**config.mk**
```make
export PLATFORM = sky130hd
export DESIGN_NAME = mem_access_stage
export DESIGN_NICKNAME = d
export VERILOG_FILES = /design/src/rtl/mem_access_stage.sv
export SDC_FILE = /design/constraint.sdc
export NUM_CORES = 1
export LEC_CHECK = 0
export BUFFER_PORTS_ARGS = -buffer_cell sky130_fd_sc_hd__buf_2
export CORE_AREA = 2 2 135 137
export DETAILED_ROUTE_END_ITERATION = 8
export DIE_AREA = 0 0 137 139
export PLACE_DENSITY_LB_ADDON = 0.08
export SLEW_MARGIN = 5
export SYNTH_ARGS = -nofsm -noshare
export SYNTH_HDL_FRONTEND = slang
export SYNTH_SLANG_ARGS = --single-unit
```
**constraint.sdc**
```tcl
create_clock -name clk -period 2.9 [get_ports clk]
set_clock_uncertainty 0.05 [all_clocks]
set_input_delay 0.58 -clock clk [delete_from_list [all_inputs] [get_ports clk]]
set_output_delay 0.58 -clock clk [all_outputs]
set_load 0.02 [all_outputs]
```
**src/rtl/mem_access_stage.sv**
```systemverilog
`default_nettype none
// ============================================================================
// Module      : mem_access_stage
// Description : Memory-access stage of the five-stage pipeline. Runs a
//               request/acknowledge data-bus transaction for loads and
//               stores, aligns store data and strobes, extracts and extends
//               load data, and passes non-memory instructions straight
//               through to MEM/WB in the same cycle.
// Ports       : clk, rst            - clock, synchronous active-high reset
//               in_*                - EX/MEM pipeline register contents
//               out_*               - MEM/WB pipeline register inputs
//               ale                 - address-misaligned exception flag
//               stall_req           - holds EX/MEM and all earlier stages
//               dbus_*              - data-bus request/response channel
// Revision    : 1.0 - initial release
// ============================================================================
module mem_access_stage (
    input  logic        clk,
    input  logic        rst,
    input  logic        in_valid,
    input  logic [31:0] in_pc,
    input  logic [31:0] in_inst,
    input  logic [31:0] in_alu_result,
    input  logic [31:0] in_store_data,
    input  logic [3:0]  in_mem_op,
    input  logic [4:0]  in_rw_addr,
    input  logic        in_rw_en,
    output logic [31:0] out_pc,
    output logic [31:0] out_inst,
    output logic [31:0] out_rw_data,
    output logic [4:0]  out_rw_addr,
    output logic        out_rw_en,
    output logic        ale,
    output logic        stall_req,
    output logic        dbus_req,
    output logic        dbus_we,
    output logic [31:0] dbus_addr,
    output logic [3:0]  dbus_wstrb,
    output logic [31:0] dbus_wdata,
    input  logic        dbus_ack,
    input  logic        dbus_rvalid,
    input  logic [31:0] dbus_rdata
);

    typedef enum logic [1:0] {
        S_IDLE = 2'd0,
        S_REQ  = 2'd1,
        S_WAIT = 2'd2,
        S_DONE = 2'd3
    } state_t;

    localparam logic [3:0] c_OP_LD_B  = 4'd1;
    localparam logic [3:0] c_OP_LD_H  = 4'd2;
    localparam logic [3:0] c_OP_LD_W  = 4'd3;
    localparam logic [3:0] c_OP_LD_BU = 4'd4;
    localparam logic [3:0] c_OP_LD_HU = 4'd5;
    localparam logic [3:0] c_OP_ST_B  = 4'd6;
    localparam logic [3:0] c_OP_ST_H  = 4'd7;
    localparam logic [3:0] c_OP_ST_W  = 4'd8;

    state_t      state_q, state_d;
    logic [31:0] ldata_q, ldata_d;

    // ------------------------------------------------------------------
    // Instruction decode
    // ------------------------------------------------------------------
    logic        w_is_load;
    logic        w_is_store;
    logic        w_is_half;
    logic        w_is_word;
    logic        w_mem_active;
    logic        w_misaligned;
    logic        w_mem_go;
    logic [1:0]  w_lane;

    assign w_lane       = in_alu_result[1:0];
    assign w_is_load    = (in_mem_op >= c_OP_LD_B) && (in_mem_op <= c_OP_LD_HU);
    assign w_is_store   = (in_mem_op >= c_OP_ST_B) && (in_mem_op <= c_OP_ST_W);
    assign w_is_half    = (in_mem_op == c_OP_LD_H) || (in_mem_op == c_OP_LD_HU) ||
                          (in_mem_op == c_OP_ST_H);
    assign w_is_word    = (in_mem_op == c_OP_LD_W) || (in_mem_op == c_OP_ST_W);
    assign w_mem_active = in_valid && (w_is_load || w_is_store);
    assign w_misaligned = (w_is_half && w_lane[0]) || (w_is_word && (w_lane != 2'b00));
    assign w_mem_go     = w_mem_active && !w_misaligned;

    // ------------------------------------------------------------------
    // Store alignment: data is replicated across lanes, strobes pick lanes
    // ------------------------------------------------------------------
    logic [3:0]  w_strb;
    logic [31:0] w_wdata;

    always_comb begin
        w_strb  = 4'b0000;
        w_wdata = 32'h0;
        case (in_mem_op)
            c_OP_ST_B: begin
                w_strb  = 4'b0001 << w_lane;
                w_wdata = {4{in_store_data[7:0]}};
            end
            c_OP_ST_H: begin
                w_strb  = 4'b0011 << {w_lane[1], 1'b0};
                w_wdata = {2{in_store_data[15:0]}};
            end
            c_OP_ST_W: begin
                w_strb  = 4'hF;
                w_wdata = in_store_data;
            end
            default: begin
                w_strb  = 4'b0000;
                w_wdata = 32'h0;
            end
        endcase
    end

    // ------------------------------------------------------------------
    // Load extraction from the captured word
    // ------------------------------------------------------------------
    logic [7:0]  w_byte;
    logic [15:0] w_half;
    logic [31:0] w_load_val;

    always_comb begin
        case (w_lane)
            2'd0:    w_byte = ldata_q[7:0];
            2'd1:    w_byte = ldata_q[15:8];
            2'd2:    w_byte = ldata_q[23:16];
            default: w_byte = ldata_q[31:24];
        endcase
        w_half = w_lane[1] ? ldata_q[31:16] : ldata_q[15:0];
        case (in_mem_op)
            c_OP_LD_B:  w_load_val = {{24{w_byte[7]}}, w_byte};
            c_OP_LD_H:  w_load_val = {{16{w_half[15]}}, w_half};
            c_OP_LD_BU: w_load_val = {24'h0, w_byte};
            c_OP_LD_HU: w_load_val = {16'h0, w_half};
            default:    w_load_val = ldata_q;
        endcase
    end

    // ------------------------------------------------------------------
    // State registers
    // ------------------------------------------------------------------
    always_ff @(posedge clk) begin
        if (rst) begin
            state_q <= S_IDLE;
            ldata_q <= 32'h0;
        end else begin
            state_q <= state_d;
            ldata_q <= ldata_d;
        end
    end

    // ------------------------------------------------------------------
    // Next state and outputs
    // ------------------------------------------------------------------
    always_comb begin
        state_d     = state_q;
        ldata_d     = ldata_q;
        out_pc      = 32'h0;
        out_inst    = 32'h0;
        out_rw_data = 32'h0;
        out_rw_addr = 5'd0;
        out_rw_en   = 1'b0;
        ale         = 1'b0;
        stall_req   = 1'b0;
        dbus_req    = 1'b0;

        case (state_q)
            S_IDLE: begin
                if (w_mem_go) begin
                    dbus_req  = 1'b1;
                    stall_req = 1'b1;
                    if (dbus_ack) begin
                        state_d = w_is_store ? S_DONE : S_WAIT;
                    end else begin
                        state_d = S_REQ;
                    end
                end else begin
                    // Pass-through; a misaligned access flags ale and
                    // suppresses its writeback but still carries pc/inst.
                    out_pc      = in_pc;
                    out_inst    = in_inst;
                    out_rw_data = in_alu_result;
                    out_rw_addr = in_rw_addr;
                    if (w_mem_active) begin
                        ale = 1'b1;
                    end else begin
                        out_rw_en = in_rw_en && in_valid;
                    end
                end
            end
            S_REQ: begin
                dbus_req  = 1'b1;
                stall_req = 1'b1;
                if (dbus_ack) begin
                    state_d = w_is_store ? S_DONE : S_WAIT;
                end
            end
            S_WAIT: begin
                stall_req = 1'b1;
                if (dbus_rvalid) begin
                    ldata_d = dbus_rdata;
                    state_d = S_DONE;
                end
            end
            default: begin
                // DONE: EX/MEM advances on this edge, so return to IDLE.
                state_d     = S_IDLE;
                out_pc      = in_pc;
                out_inst    = in_inst;
                out_rw_addr = in_rw_addr;
                out_rw_data = w_is_load ? w_load_val : in_alu_result;
                out_rw_en   = w_is_load && in_rw_en && in_valid;
            end
        endcase

        // Bus fields are meaningful only while a request is presented.
        dbus_we    = dbus_req && w_is_store;
        dbus_addr  = dbus_req ? {in_alu_result[31:2], 2'b00} : 32'h0;
        dbus_wstrb = dbus_req ? w_strb : 4'b0000;
        dbus_wdata = dbus_req ? w_wdata : 32'h0;

        if (rst) begin
            out_pc      = 32'h0;
            out_inst    = 32'h0;
            out_rw_data = 32'h0;
            out_rw_addr = 5'd0;
            out_rw_en   = 1'b0;
            ale         = 1'b0;
            stall_req   = 1'b0;
            dbus_req    = 1'b0;
            dbus_we     = 1'b0;
            dbus_addr   = 32'h0;
            dbus_wstrb  = 4'b0000;
            dbus_wdata  = 32'h0;
        end
    end

endmodule
`default_nettype wire

```
==> run summary, run 1 <==
startpoint of the worst-slack reg-to-reg timing path = state_q[0]$_SDFFE_PP0P_
x dimension of the die = 137 µm
length of the first detailed-routing pass in iterations = 5
delay contributed by the slowest stage of the critical path = 530 ps
yosys warns = 0
min Tclk post-route = 3120 ps
residual overflow from global routing = 0
total count of hold-check failures in the final report = 0
cell with the biggest individual delay on the critical path = or4b_4
count of flip-flops with a built-in enable after synthesis = 0
FF+latch count, synth = 34
area of the die = 0.0190 mm²
Starting DRT DRC Count = 308
clock sink count = 34
share of final-layout standard cells stronger than drive strength 1 = 62.9%
buffer type at the clock tree root = clkbuf_16
global-route usage over all layers = 24.2%
clock insertion delay at the later pin of the skew report = 270 ps
area of all placed cells without fillers = 0.00886 mm²
RD Place Congestion = 0.954
worst-case setup margin in the final layout = -225 ps
VDD IR-drop max = 0.772 mV
antenna diode count = 0
wire length of the first global-routing pass = 35.5 mm
P per Cell Area = 532 mW/mm²
f_max = 320 MHz
startpoint type of the worst setup path = input port
Clk pin slew, worst setup/hold paths = 50 ps
number of global-route vias before repair = 5873
worst setup path class = input port to primary output
data required time of the worst path = 2270 ps
Post-DP Area = 0.00696 mm²
DRC errors left = 0
Port Buf Inserts = 346
CP Launch Point = in_mem_op[0]
number of maximum-capacitance violations = 0
final routed wirelength across all metal layers = 25.2 mm
Worst Path Arrival = 2490 ps
mean instance size in the synthesized netlist = 6.38 µm²
largest net degree at the start of global routing = 37
number of buffers created by CTS = 5
H-tree depth = 2
transition time at the pin with the least slew margin = 502 ps
via count of the routed design = 6140
hold path start = ldata_q[0]$_SDFFE_PP0P_
number of instances in the synthesized netlist = 624
post-route clock period utilization = 108%
buffers from clock root to sink, at most = 2
Routed WL per cell = 20.0 µm
Total Nets Final = 1214
I/O pin cnt = 349
Syn-to-layout area delta = 122%
netlist area before placement = 0.00398 mm²
Core Footprint = 0.0177 mm²
CP Buf/Inv Count = 4
unrepaired setup endpoints after global routing = yes
Critical Path Sink Type = primary output
max-slew violation total from the final report = 0
initial antenna violation count = 0
most used flip-flop cell after synthesis = dfxtp_1
tightest slew margin relative to the limit = 66.2%
Initial Util = 22.5%
antenna-violating nets left = 0
FFs w/ async S/R, synth = 0%
site row count = 49
proportion of synthesized chip area in sequential cells = 17.1%
TritonCTS clock tree = done
ratio of routed vias to standard cells = 4.86
cell breakdown of the critical path = buf_8 -> or4b_4 -> o32a_1 -> and3b_2 -> o21bai_4 -> inv_4 -> clkbuf_16 -> and2_4 -> buf_6
result of the run = finished, violations left
Final Power = 4.72 mW
LEAKAGE = 4.04 nW
violated checks = setup timing
final setup violating endpoints = 167
Top delay family on crit path = simple AND/OR/NAND/NOR gates
peak fanout along the critical path = 15
classification of the worst-slack hold path = flop to flop
number of distinct standard cells referenced by the synthesized netlist = 55
post-DP HPWL = 19.7 mm
vertical extent of the die = 139 µm
-- registers in the layout, summed over array words and instances, names as in the netlist --
signal	flops
ldata_q	32
state_q	2
-- routing by layer --
layer / track usage (%) / share of wire, %
met3: 2.92 / 5.7
met1: 33.5 / 44
met2: 40.2 / 48
met4: 5.15 / 2.1
met5: 0 / 0
-- synthesized netlist by cell type (3+ instances only) --
cell type    n  area share, %
buf_6        4            1.1
o21a_1       4           0.75
nand2_1    113             11
inv_1       11            1.0
o21ai_0     34            4.3
a22oi_1     16            3.0
buf_2        7           0.88
buf_1        8           0.75
clkbuf_2     6           0.75
nand3_1      3           0.38
nand2b_1     4           0.63
nor3_1       7           0.88
clkbuf_1    27            2.5
mux2i_1     15            3.8
dfxtp_1     34             17
ha_1         4            1.3
o21bai_1     4           0.75
buf_4        5           0.94
and3_1       9            1.4
a32oi_1     16            3.5
a21oi_1     83             10
a311oi_1     3           0.66
or4_1        4           0.75
o22ai_1     11            1.7
nor2_1      43            4.1
nor2b_1      4           0.63
nor4_1       3           0.47
and2_1     103             16
a211oi_1     5           0.94
-- logic make-up (layout without fill, tap and decap cells) --
logic type,after synthesis,count (layout),share of synthesized area [%]
xor+xnor,1,1,0.220
other cells,1,2,0.0942
flops,34,34,17.1
simple gates,300,300,37.5
buf+inv,70,480,8.23
compound gates,195,195,30.5
fa+ha+maj,5,5,1.51
mux,18,18,4.90
-- through the flow --
step	hold WS, ps	utilization [%]	TNS (ps)	instances	worst slack (ps)
final	429	50.2	-20420	1264	-225
after global routing	455	50.2	-29010	1264	-264
after CTS	432	47.2	-17710	1253	-184
after detailed placement	425	39.4	-34190	1235	-301
after global placement	412	39.4	-32470	1235	-327
after floorplan	393	-	-5250	625	-128
-- cell type report --
type | instances | area (µm²)
multi-input combinational | 521 | 3780
tap | 229 | 287
sequential | 34 | 681
timing repair buffer | 460 | 3890
inverter | 13 | 51.3
clock inverter | 1 | 30.0
clock buffer | 6 | 139
fill | 1769 | 8800
-- where the power goes --
part | switching (mW) | internal, mW | total, mW
Combinational | 1.71 | 1.83 | 3.55
Sequential | 0.0525 | 0.518 | 0.570
Clock | 0.175 | 0.423 | 0.598
-- worst paths after layout --
path / endpoint / slack, ps / cells after the start
max reg2reg: state_q[1]$_SDFFE_PP0P_ / 1130 / 8
min: ldata_q[0]$_SDFFE_PP0P_ / 430 / 2
max: dbus_addr[11] / -220 / 9
min reg2reg: ldata_q[0]$_SDFFE_PP0P_ / 430 / 2
-- cell usage in the layout (no fill, tap or decap), types with 3 or more instances in the layout --
master     instances
buf_2            186
buf_6            158
nand2_1          113
and2_4           100
buf_4             92
a21oi_1           54
dfxtp_1           34
o21ai_0           30
nor2_1            27
a21oi_4           18
a22oi_1           16
a32oi_1           16
mux2i_1           15
buf_12            13
a21oi_2           11
o22ai_1           10
clkbuf_16         10
nor2_2             9
and3_4             9
inv_1              9
nor2_4             7
a211oi_1           5
buf_8              5
o21ai_1            4
o21a_1             4
nor3_1             4
nand2b_1           4
o21bai_1           4
and2_1             3
or4_1              3
nor2b_1            3
nand3_1            3
a311oi_4           3
-- what timing repair did --
action,in CTS,in global routing
endpoints found under the setup margin,169,170
pin swaps,23,57
setup buffers,8,8
gates resized for setup,330,115
cloned,3,5
hold buffers,0,0
-- tightest hold or removal path: cells and delay by family, from the launching register on --
| kind | cells | cell delay (ps) |
|---|---|---|
| AOI/OAI and AO/OA | 1 | 50 |
| and+or+nand+nor | 1 | 60 |
| DFF | 1 | 310 |
Note: power is estimated with default switching activity, not from simulation.
==> inputs of run 2 (changes only) <==
--- a/config.mk
+++ b/config.mk
@@ -5,10 +5,11 @@
 export SDC_FILE = /design/constraint.sdc
 export NUM_CORES = 1
 export LEC_CHECK = 0
+export ABC_AREA = 1
 export BUFFER_PORTS_ARGS = -buffer_cell sky130_fd_sc_hd__buf_2
-export CORE_AREA = 2 2 135 137
+export CORE_AREA = 2 2 136 138
 export DETAILED_ROUTE_END_ITERATION = 8
-export DIE_AREA = 0 0 137 139
+export DIE_AREA = 0 0 138 140
 export PLACE_DENSITY_LB_ADDON = 0.08
 export SLEW_MARGIN = 5
 export SYNTH_ARGS = -nofsm -noshare
==> run 2 against run 1 <==
Against the previous run:
- worst setup slack better by 330 ps
- critical endpoint is now out_inst[14]
- sequential cell count unchanged
- global-route usage down 0.68 points
- the flow now finishes without violations
- routed wire length down 0.96%
- sequential power up 12%
- clock power down 7.9%
- first-iteration DRC count up 60%
- power down 23%
- largest cell class is now multi-input combinational cells
- cell area down 18%
- final cell count up 20%
==> run summary, run 2 <==
area of the die = 0.0193 mm² (+1.5%)
register containing the most flip-flops in the final layout = ldata_q
Regs by FF count = ldata_q x32, state_q x2
data required time of the worst path = 2270 ps (about the same)
Final Power = 3.65 mW (-23%)
initial antenna violation count = 1 (+1)
worst setup path class = input port to primary output
Post-DP Area = 0.00671 mm² (-3.6%)
internal power = 1.77 mW (-36%)
Worst Path Arrival = 2170 ps (-320 ps)
power dissipated by switching net loads = 1.88 mW (-3.0%)
I/O pin cnt = 349 (unchanged)
max-slew violation total from the final report = 0 (unchanged)
classification of the worst-slack hold path = flop to flop
site row count = 49 (unchanged)
buffer type at the clock tree root = clkbuf_16
VDD IR-drop max = 0.226 mV (-71%)
LEAKAGE = 4.37 nW (+8.2%)
number of instances in the synthesized netlist = 932 (+49%)
RD Place Congestion = 0.853 (-11%)
final setup violating endpoints = 0 (-100%)
most used flip-flop cell after synthesis = dfxtp_1
Sw Ratio = 51.6% (+10 points)
Area contributors post-synth = nor2_1 (17%), dfxtp_1 (15%), nand2_1 (15%)
total count of hold-check failures in the final report = 0 (unchanged)
post-route clock period utilization = 96.4% (-11 points)
max FFs per register = 32 (unchanged)
H-tree depth = 2 (unchanged)
number of buffers created by CTS = 5 (unchanged)
clock network fraction of design power = 15.1% (+2.4 points)
f_max = 358 MHz (+12%)
cell taking the most area after synthesis = nor2_1
Total Nets Final = 1464 (+21%)
number of global-route vias before repair = 6612 (+13%)
Routed WL per cell = 16.5 µm (-17%)
global-route usage over all layers = 23.6% (-0.68 points)
Core Footprint = 0.0178 mm² (+0.69%)
cell count after placement = 1499 (+21%)
multi-input gate area in the final layout = 0.00303 mm² (-20%)
via count of the routed design = 6943 (+13%)
share of final-layout standard cells stronger than drive strength 1 = 35.4% (-28 points)
Port Buf Inserts = 346 (unchanged)
number of maximum-capacitance violations = 0 (unchanged)
length of the first detailed-routing pass in iterations = 4 (-1)
tightest slew margin relative to the limit = 54.1% (-12 points)
FFs w/ async S/R, synth = 0% (unchanged)
most frequent cells after synthesis = nor2_1 (208), nand2_1 (181), inv_1 (178)
netlist area before placement = 0.00458 mm² (+15%)
mean instance size in the synthesized netlist = 4.91 µm² (-23%)
relative contribution of combinational cells to total power = 67.4% (-7.8 points)
Clk pin slew, worst setup/hold paths = 60 ps (about the same)
residual overflow from global routing = 0 (unchanged)
number of inserted filler cells in the final layout = 2103 (+19%)
DRC errors left = 0 (unchanged)
buffers from clock root to sink, at most = 2 (unchanged)
TNS Setup = 0 ps (+20420 ps)
Initial Util = 25.7% (+3.2 points)
final routed wirelength across all metal layers = 25.0 mm (-0.96%)
top library cells by usage in the layout, fill and taps aside = buf_2 (323), nor2_1 (200), inv_1 (176), nand2_1 (173), a21oi_1 (104)
FF+latch count, synth = 34 (unchanged)
antenna-violating nets left = 0 (unchanged)
final cell count without fillers = 1516 (+20%)
most common cell after layout, fill and taps aside = buf_2
x dimension of the die = 138 µm (+0.73%)
most common cell in the synthesized netlist = nor2_1
min Tclk post-route = 2800 ps (-330 ps)
clock sink count = 34 (unchanged)
yosys warns = 0 (unchanged)
count of flip-flops with a built-in enable after synthesis = 0 (unchanged)
post-DP HPWL = 19.3 mm (-1.6%)
Flop pwr share = 17.6% (+5.5 points)
register cell area after layout = 681 µm² (unchanged)
Critical Path Sink Type = primary output
ratio of routed vias to standard cells = 4.58 (-5.7%)
area of all placed cells without fillers = 0.00725 mm² (-18%)
result of the run = completed
fraction of synthesized cell area taken by the top area cell type = 17.1% (-0.038 points)
hold buffers post-CTS = 0 (unchanged)
peak fanout along the critical path = 8 (-7)
startpoint type of the worst setup path = input port
vertical extent of the die = 140 µm (+0.72%)
worst setup timing slack at the placement stage = -41.1 ps (+260 ps)
largest net degree at the start of global routing = 42 (+14%)
worst-case setup margin in the final layout = 105 ps (+330 ps)
transition time at the pin with the least slew margin = 687 ps (+185 ps)
number of distinct standard cells referenced by the synthesized netlist = 28 (-49%)
P per Cell Area = 504 mW/mm² (-5.4%)
proportion of synthesized chip area in sequential cells = 14.9% (-2.2 points)
wire length of the first global-routing pass = 36.9 mm (+4.0%)
unrepaired setup endpoints after global routing = yes
clock insertion delay at the later pin of the skew report = 280 ps (about the same)
Syn-to-layout area delta = 58.4%
Starting DRT DRC Count = 494 (+60%)
TritonCTS clock tree = done
## run 2: cell count changes after synthesis, sizes merged, moves of 7 or more
| cell | change |
|---|---|
| mux2i | -15 |
| o21ai | +46 |
| a32oi | -16 |
| and3 | -9 |
| nor3 | -7 |
| o22ai | -10 |
| inv | +171 |
| nand3 | +36 |
| a21oi | +22 |
| nor2 | +176 |
| nand2 | +69 |
| and2 | -103 |
| a22oi | -16 |
## run 2: what timing repair did
action                     in CTS  in global routing
pin swaps                       0                  3
setup buffers                   0                  1
setup endpoints to repair      31                151
cloned                          1                  6
gates resized for setup         2                 69
## run 2: layer usage
layer | GRT usage [%] | up-vias | wire, µm
met5 | 0 | - | 13
met4 | 3.33 | 2 | 378
met3 | 3.04 | 31 | 1310
met2 | 41.1 | 280 | 11900
met1 | 31.8 | 3082 | 11400
li1 | - | 3548 | -
## run 2: area by class of cell
| cell class | instances | area share, % |
|---|---|---|
| Clock inverter | 2 | 0.173 |
| Antenna cell | 1 | 0.0345 |
| Multi-Input combinational cell | 656 | 41.8 |
| Clock buffer | 6 | 1.92 |
| Inverter | 185 | 9.68 |
| Timing Repair Buffer | 403 | 33.0 |
| Tap cell | 229 | 3.95 |
| Sequential cell | 34 | 9.39 |
## run 2: cell families after synthesis
kind of cell             after synthesis  synth area share (%)
AND/OR/NAND/NOR                      443                  38.5
buffers and inverters                243                  21.7
adder cells (fa/ha/maj)                4                  1.09
other                                  1                0.0819
AO/OA/AOI/OAI                        207                  23.8
flip-flops                            34                  14.9
## run 2: final timing paths
kind	start	to	slack [ps]	cells after the start
min reg2reg	ldata_q[3]$_SDFFE_PP0P_	ldata_q[3]$_SDFFE_PP0P_	430	2
max reg2reg	state_q[0]$_SDFFE_PP0P_	ldata_q[31]$_SDFFE_PP0P_	920	6
min	ldata_q[3]$_SDFFE_PP0P_	ldata_q[3]$_SDFFE_PP0P_	430	2
max	in_mem_op[3]	out_inst[14]	100	14
## run 2: power by group through the flow
stage | sequential (mW) | combinational, mW | clock [mW]
4_1_cts | 0.641 | 2.26 | 0.559
3_3_place_gp | 0.649 | 2.21 | 0
3_5_place_dp | 0.651 | 2.20 | 0
2_1_floorplan | 0.626 | 1.42 | 0
6_report | 0.641 | 2.46 | 0.551
5_1_grt | 0.655 | 2.68 | 0.580
## run 2: critical path: stages
cell and delay, ps:
clkbuf_4 150, nor2_4 110, buf_4 130, nand3_2 80
nand3_1 110, nand2_2 80, nand3_4 90, nand2_2 90
nand2_4 100, nand2_8 90, buf_12 170, buf_4 150
nor2_1 90, buf_4 150
## run 2: stage by stage
stage	hold slack, ps	utilization, %
2_1_floorplan	394	-
3_3_place_gp	417	37.7
3_5_place_dp	418	37.7
4_1_cts	427	38.8
5_1_grt	469	40.8
6_report	430	40.8
